[config.mk]
export PLATFORM = sky130hd
export DESIGN_NAME = axi_rt_budget_tracker
export DESIGN_NICKNAME = d
export VERILOG_FILES = /design/src/rtl/axi_rt_budget_tracker.sv
export SDC_FILE = /design/constraint.sdc
export NUM_CORES = 1
export LEC_CHECK = 0
export ABC_AREA = 1
export CAP_MARGIN = 10
export CORE_MARGIN = 2
export CORE_UTILIZATION = 40
export CTS_CLUSTER_SIZE = 24
export DETAILED_ROUTE_END_ITERATION = 10
export PLACE_DENSITY_LB_ADDON = 0.25
export SLEW_MARGIN = 20
export SYNTH_ARGS = -nofsm -noshare
export SYNTH_HDL_FRONTEND = slang
export SYNTH_SLANG_ARGS = --single-unit
[constraint.sdc]
create_clock -name clk_i -period 9.1 [get_ports clk_i]
set_input_delay 0.91 -clock clk_i [delete_from_list [all_inputs] [get_ports clk_i]]
set_output_delay 0.91 -clock clk_i [all_outputs]
set_load 0.1 [all_outputs]
[src/rtl/axi_rt_budget_tracker.sv]
// Per-region budget/period accounting for RT fragments: releases a fragment only while its
// region has budget left. Define AXI_RT_BUDGET_OVERRUN_EN to let the last fragment of a period overrun.
module axi_rt_budget_tracker #(
  parameter int unsigned NumRegions  = 2,
  parameter int unsigned BudgetWidth = 32,
  parameter int unsigned PeriodWidth = 32,
  parameter int unsigned BeatsWidth  = 9,
  parameter int unsigned RegIdxWidth = 8
) (
  input  logic                              clk_i,
  input  logic                              rst_i,
  input  logic                              enable_i,
  input  logic                              req_valid_i,
  output logic                              req_ready_o,
  input  logic [RegIdxWidth-1:0]            req_region_i,
  input  logic [BeatsWidth-1:0]             req_beats_i,
  input  logic [NumRegions*BudgetWidth-1:0] budget_i,
  input  logic [NumRegions*PeriodWidth-1:0] period_i,
  output logic [NumRegions*BudgetWidth-1:0] budget_left_o,
  output logic [NumRegions*PeriodWidth-1:0] period_left_o,
  output logic [NumRegions-1:0]             exhausted_o
);

  logic [BudgetWidth-1:0] bl_q [NumRegions];
  logic [BudgetWidth-1:0] bl_d [NumRegions];
  logic [PeriodWidth-1:0] pl_q [NumRegions];
  logic [PeriodWidth-1:0] pl_d [NumRegions];
  logic [NumRegions-1:0]  exh_q;
  logic [NumRegions-1:0]  exh_d;

  logic [BudgetWidth-1:0] budget_cfg_s [NumRegions];
  logic [PeriodWidth-1:0] period_cfg_s [NumRegions];
  logic [NumRegions-1:0]  hit_s;
  logic [NumRegions-1:0]  unres_s;
  logic [NumRegions-1:0]  acc_s;
  logic [BudgetWidth-1:0] beats_ext_s;
  logic [BudgetWidth-1:0] sel_bl_s;
  logic                   in_range_s;
  logic                   sel_unres_s;
  logic                   fits_s;
  logic                   ready_s;

  function automatic logic [BudgetWidth-1:0] sat_sub(input logic [BudgetWidth-1:0] a,
                                                     input logic [BudgetWidth-1:0] b);
    return (a >= b) ? (a - b) : {BudgetWidth{1'b0}};
  endfunction

  // Strict mode guarantees budget >= beats at accept time, so a plain subtract suffices there.
  function automatic logic [BudgetWidth-1:0] charge(input logic [BudgetWidth-1:0] a,
                                                    input logic [BudgetWidth-1:0] b);
`ifdef AXI_RT_BUDGET_OVERRUN_EN
    return sat_sub(a, b);
`else
    return a - b;
`endif
  endfunction

  for (genvar r = 0; r < NumRegions; r++) begin : g_region
    assign budget_cfg_s[r] = budget_i[r*BudgetWidth +: BudgetWidth];
    assign period_cfg_s[r] = period_i[r*PeriodWidth +: PeriodWidth];
    assign budget_left_o[r*BudgetWidth +: BudgetWidth] = bl_q[r];
    assign period_left_o[r*PeriodWidth +: PeriodWidth] = pl_q[r];
    assign hit_s[r]   = ({1'b0, req_region_i} == (RegIdxWidth+1)'(r));
    assign unres_s[r] = (period_cfg_s[r] == {PeriodWidth{1'b0}});
    assign acc_s[r]   = req_valid_i & ready_s & hit_s[r];
  end

  assign beats_ext_s = BudgetWidth'(req_beats_i);
  assign in_range_s  = |hit_s;
  assign req_ready_o = ready_s;
  assign exhausted_o = exh_q;

  // Readiness is a function of the addressed region's live budget only, never of req_valid_i.
  always_comb begin
    sel_bl_s    = {BudgetWidth{1'b0}};
    sel_unres_s = 1'b0;
    for (int r = 0; r < NumRegions; r++) begin
      sel_bl_s    = sel_bl_s | (hit_s[r] ? bl_q[r] : {BudgetWidth{1'b0}});
      sel_unres_s = sel_unres_s | (hit_s[r] & unres_s[r]);
    end
`ifdef AXI_RT_BUDGET_OVERRUN_EN
    fits_s = (sel_bl_s != {BudgetWidth{1'b0}});
`else
    fits_s = (sel_bl_s >= beats_ext_s);
`endif
    ready_s = ~rst_i & (~enable_i | ~in_range_s | sel_unres_s | fits_s);
  end

  // Per-region next state: bypass/unrestricted shadow the config, otherwise count down and charge.
  always_comb begin
    for (int r = 0; r < NumRegions; r++) begin
      bl_d[r] = bl_q[r];
      pl_d[r] = pl_q[r];
      if (!enable_i || unres_s[r]) begin
        bl_d[r] = budget_cfg_s[r];
        pl_d[r] = period_cfg_s[r];
      end else if (pl_q[r] <= PeriodWidth'(1)) begin
        pl_d[r] = period_cfg_s[r];
        bl_d[r] = acc_s[r] ? sat_sub(budget_cfg_s[r], beats_ext_s) : budget_cfg_s[r];
      end else begin
        pl_d[r] = pl_q[r] - PeriodWidth'(1);
        bl_d[r] = acc_s[r] ? charge(bl_q[r], beats_ext_s) : bl_q[r];
      end
      exh_d[r] = (bl_d[r] == {BudgetWidth{1'b0}});
    end
  end

  // State registers with synchronous reset.
  always_ff @(posedge clk_i) begin
    if (rst_i) begin
      for (int r = 0; r < NumRegions; r++) begin
        bl_q[r] <= {BudgetWidth{1'b0}};
        pl_q[r] <= {PeriodWidth{1'b0}};
      end
      exh_q <= {NumRegions{1'b0}};
    end else begin
      for (int r = 0; r < NumRegions; r++) begin
        bl_q[r] <= bl_d[r];
        pl_q[r] <= pl_d[r];
      end
      exh_q <= exh_d;
    end
  end

endmodule
==> results of run 1 <==
## through the flow
step / cell area (sq um) / utilization (%) / worst slack, ns / hold WS (ns)
after global routing: 17900 / 50.8 / 3.19 / 0.524
final: 17900 / 50.8 / 3.40 / 0.503
after global placement: 17300 / 49.1 / 3.57 / 0.478
after floorplan: 14200 / - / 5.05 / 0.916
after CTS: 17900 / 50.8 / 3.46 / 0.507
after detailed placement: 17300 / 49.1 / 3.45 / 0.491
## sequential cells by signal, summed over array words and instances (netlist names)
name	count
pl_q	64
bl_q	64
exhausted_o	2
## report_power, final
group	total, mW	switching [mW]	internal [mW]
Clock	0.714	0.267	0.447
Sequential	0.668	0.0580	0.610
Combinational	0.994	0.706	0.288
Total	2.38	1.03	1.34
## worst max path at each step
stage,startpoint,to,slack (ns),depth (start not counted)
final,req_region_i[5],req_ready_o,3.40,19
after global routing,req_region_i[5],req_ready_o,3.19,19
after CTS,req_region_i[4],req_ready_o,3.46,19
after detailed placement,req_region_i[4],req_ready_o,3.45,19
after global placement,req_region_i[7],req_ready_o,3.57,19
after floorplan,req_region_i[3],req_ready_o,5.05,18
## layout make-up
type | count | share of cell area (%)
Multi-Input combinational cell | 2059 | 56.6
Timing Repair Buffer | 293 | 16.2
Sequential cell | 130 | 14.6
Inverter | 296 | 6.21
Tap cell | 461 | 3.23
Clock buffer | 23 | 2.67
Clock inverter | 6 | 0.588
## cell families after synthesis
family | Yosys count
and+or+nand+nor | 1558
buffers and inverters | 372
xor gates and xnor gates | 98
adders and majority gates | 53
AOI/OAI and AO/OA | 350
DFF | 130
## per-layer routing
layer | share of wire, % | vias up | GRT usage [%]
met1 | 45 | 7846 | 43.7
met2 | 43 | 800 | 47.4
met3 | 9.8 | 80 | 6.53
met4 | 2.5 | 0 | 9.22
met5 | 0 | - | 0
li1 | - | 8736 | -
## critical path: cells and delay by family
kind                     cells  cell delay [ns]
buffers and inverters        3             1.81
AND/OR/NAND/NOR             14             1.75
adder cells (fa/ha/maj)      1             0.17
AO/OA/AOI/OAI                1             0.12
## cells in the final DEF (no fill, tap or decap), types with 4 or more instances in the layout
cell type / count
a21oi_1: 124
a31oi_1: 19
and3_1: 4
buf_4: 14
clkbuf_16: 17
clkdlybuf4s50_1: 278
dfxtp_1: 130
fa_1: 4
ha_1: 49
inv_1: 280
inv_2: 14
nand2_1: 768
nand2_2: 8
nand3_1: 195
nand3b_1: 6
nand4_1: 63
nor2_1: 412
nor2_2: 11
nor2_4: 7
nor3_1: 38
nor4_1: 10
o2111ai_1: 4
o211ai_1: 4
o21ai_0: 141
o21ai_1: 27
o21bai_1: 12
or2_2: 11
xnor2_1: 19
xor2_1: 79
==> metrics.yaml, run 1 <==
p_leak_nw: 8.19
synth_top_family_by_area: "simple AND/OR/NAND/NOR gates"
drive_gt1_share_pct: 4.10
coreArea_sq_um: 35200
synth-seq-area-share_pct: 18.3
worst_hold_startpoint: "pl_q[0][25]$_SDFF_PP0_"
clock_sinks: 130
initial_core_util_pct: 40.3
yosys.area_share.simple_pct: 46.9
h-tree-depth: 4
synth_common_cells: "768 x nand2_1, 414 x nor2_1, 282 x inv_1"
rows: 69
synthAdderAreaFrac_pct: 4.88
report.final.slew_viol_count: 0
wl_per_cell_um: 17.9
ys_ff_latch: 130
cp.required_ns: 8.19
synthesis.nets: 2763
yosysMostFrequentCell: "nand2_1"
grtUsageTotal_pct: 31.0
synthCells: 2561
period_minus_slack_ns: 5.70
timing.slew.headroom_pct: 30.0
hpwl_um: 47100
synthMuxAreaShare_pct: 0
min_path_type: "reg2reg"
io_pins: 280
grt_overflow: 0
crit_slowest_cell: "clkdlybuf4s50_1"
die_area_sq_um: 37000
antenna_found_initial: 0
r2r_slack_ns: 5.43
r2r_end: "exhausted_o[0]$_SDFF_PP0_"
cts-root-buf: "clkbuf_16"
synthesis.yosys.warnings: 0
ff_latch_area_sq_um: 2600
die_x_um: 192
status: "finished clean"
dr.pass1.iters: 8
slowest_delay_ns: 1.19
drt-total-wl_um: 58400
grt_pass1_vias: 15900
min_to: "pl_q[0][25]$_SDFF_PP0_"
drt_iter0_markers: 1560
r2r-start: "bl_q[0][32]$_SDFF_PP0_"
end_kind: "primary output"
synthXorXnorAreaFrac_pct: 6.04
area_growth_pct: 25.9
clk_pin_slew_ns: 0.06
crit_arrival_ns: 4.79
critPathKind: "in2out"
multiInputGateArea_sq_um: 10100
diodes: 0
finalHoldViolCount: 0
ctsHoldBuffers: 0
max_freq_ghz: 0.175
cts_resized: 0
dominantRegCellSynth: "dfxtp_1"
ys_top_cells_by_area: "nand2_1 20%, dfxtp_1 18%, nor2_1 11%, inv_1 7.5%, nand3_1 6.9%"
cts.path.max_buffers: 2
r2r_cells: 22
synth-edff-count: 0
grt_pass1_wl_um: 88400
drc: 0
grt_max_degree: 73
place_congestion: 1.02
cap_violations: 0
power_density_nw_per_um2: 133
numCtsBuffers: 17
setup_tns_ns: 0
finClkSkew_ns: 0.0101
max-vdd-ir-drop_mv: 0.125
rsz0062_at_grt: "false"
synth_largest_area_cell: "nand2_1"
synth_top_area_share_pct: 20.3
clk_latency_ns: 0.43
fin_cells: 3268
drt-vias-per-instance: 5.34
fin_nets: 2999
post_cts_buffers: 0
fp.dieH_um: 192
vias: 17500
async_flop_share_pct: 0
dp_cells: 3239
setup_viol: 0
syn_area_sq_um: 14200
tritoncts: "built"
path_cells: "clkdlybuf4s50_1, nor2_1, nand2_2, nor2_1, nand2_1, o21ai_0, ha_1, nand2_1, nor2_1, nand2_1, nand2_1, nor2_1, nand2_1, nand2_1, nand3b_1, nor2_1, nor2_2, buf_4, clkdlybuf4s50_1"
cp_max_fo: 17
yosysUniqueCellTypes: 55
post-route-period-util_pct: 62.6
synth_compound_area_share_pct: 13.2
finalPower_mw: 2.38
fillers: 3785
ant_nets: 0
crit_top_cell: "nand2_1"
io_buffer_count: 279
worstMarginPinSlew_ns: 1.05
avgSynthCellArea_sq_um: 5.54
startpoint_type: "input port"
min_path_cells: 2
(Power assumes the default switching activity.)
==> inputs of run 2 (changes only) <==
clock period = 5.1 ns   (was 9.1 ns; I/O delays follow)
==> run 2 against run 1 <==
Compared with the run above:
- register-to-register slack worse by 3.8 ns
- worst setup slack worse by 2.3 ns
- die area unchanged
- sequential power up 78%
- critical path depth up 8
- first-iteration DRC count up 9.3%
==> metrics.yaml, run 2 (synthesized netlist as in run 1, its figures left out) <==
drt_iter0_markers: 1705
max_freq_ghz: 0.252
antenna_found_initial: 0
min_path_type: "reg2reg"
ant_nets: 0
grtUsageTotal_pct: 32.6
fp.dieH_um: 192
worstMarginPinSlew_ns: 1.05
critPathKind: "in2reg"
fin_nets: 3010
ctsHoldBuffers: 0
finalHoldViolCount: 0
cp_max_fo: 26
status: "finished clean"
p_leak_nw: 8.27
cap_violations: 0
drc: 0
report.final.slew_viol_count: 0
post-route-period-util_pct: 77.9
finalPower_mw: 4.26
initial_core_util_pct: 40.3
numCtsBuffers: 17
die_area_sq_um: 37000
rsz0062_at_grt: "false"
clk_latency_ns: 0.44
area_growth_pct: 26.9
clock_sinks: 130
tritoncts: "built"
setup_ws_ns: 1.13
r2r_cells: 23
die_x_um: 192
h-tree-depth: 4
drt-met1-wl_um: 27300
place_congestion: 1.03
hpwl_um: 49400
min_path_cells: 1
io_pins: 280
met2WireLength_um: 25700
max-vdd-ir-drop_mv: 0.213
timing.hold.ws_ns: 0.497
dr.pass1.iters: 5
clk_pin_slew_ns: 0.07
power_density_nw_per_um2: 237
grt_max_degree: 69
io_buffer_count: 279
grt_pass1_vias: 16600
setup_viol: 0
final_cell_mix: "768 x nand2_1, 412 x nor2_1, 282 x inv_1"
drive_gt1_share_pct: 4.64
cts.path.max_buffers: 2
finClkSkew_ns: 0.0118
setup_tns_ns: 0
pre_cts_slack_ns: 0.776
route.met3.wl_um: 5880
cp.required_ns: 5.47
mostFrequentLayoutCell: "nand2_1"
fillers: 3738
wl_per_cell_um: 18.6
timing.slew.headroom_pct: 30.0
topRoutingLayerUsed: "met5"
vias: 17700
grt_overflow: 0
post_cts_buffers: 0
cts_resized: 0
end_kind: "register"
coreArea_sq_um: 35200
period_minus_slack_ns: 3.97
drt-total-wl_um: 60900
startpoint_type: "input port"
diodes: 0
drt-vias-per-instance: 5.39
cts-root-buf: "clkbuf_16"
grt_pass1_wl_um: 92900
rows: 69
crit_arrival_ns: 4.34
## run 2: area by class of cell
cell class	count	area, sq um	share of cell area, %
Tap cell	461	577	3.20
Clock inverter	14	154	0.854
Clock buffer	18	439	2.44
Multi-Input combinational cell	2059	10100	56.1
Inverter	296	1110	6.16
Sequential cell	130	2600	14.4
Timing Repair Buffer	304	3020	16.8
## run 2: layer usage
metal / GRT usage [%] / vias to the layer above
met5: 1.79 / -
met4: 11.6 / 2
met3: 7.42 / 107
met2: 49.5 / 842
met1: 44.9 / 7977
li1: - / 8764
## run 2: worst paths after layout
| path | from | to | slack [ns] |
|---|---|---|---|
| setup / recovery | req_region_i[3] | exhausted_o[1]$_SDFF_PP0_ | 1.13 |
| hold / removal | pl_q[0][0]$_SDFF_PP0_ | pl_q[0][0]$_SDFF_PP0_ | 0.50 |
| setup reg to reg | bl_q[0][32]$_SDFF_PP0_ | exhausted_o[1]$_SDFF_PP0_ | 1.63 |
| hold reg to reg | pl_q[0][0]$_SDFF_PP0_ | pl_q[0][0]$_SDFF_PP0_ | 0.50 |
## run 2: per-stage QoR
stage / instances / area (sq um) / utilization (%)
2_1_floorplan: 2561 / 14200 / -
3_3_place_gp: 3250 / 17400 / 49.5
3_5_place_dp: 3250 / 17400 / 49.5
4_1_cts: 3282 / 18000 / 51.2
5_1_grt: 3282 / 18000 / 51.2
6_report: 3282 / 18000 / 51.2
## run 2: power breakdown
part           total, mW  switching [mW]  internal (mW)
Sequential          1.19           0.105           1.09
Clock               1.28           0.541          0.739
Combinational       1.79            1.27          0.517
## run 2: worst max-delay path, stage by stage
cell and delay, ns:
clkdlybuf4s50_1 0.42, nor2_1 0.15, nand3_1 0.13, nor2_4 0.14, buf_4 0.25, nand2_1 0.07, o21ai_0 0.08, ha_1 0.16
nand2_1 0.05, nor2_1 0.11, nand2_1 0.06, nand2_1 0.05, nor2_1 0.05, a21boi_1 0.15, nor2_2 0.07, nand3_4 0.09
nand3_4 0.10, nor2_4 0.59, buf_12 0.25, o21ai_1 0.08, nand2_1 0.07, nand3_1 0.07, nand2_1 0.13, nand3_1 0.09
nor2_1 0.17, nand3_1 0.11, nor2_1 0.12
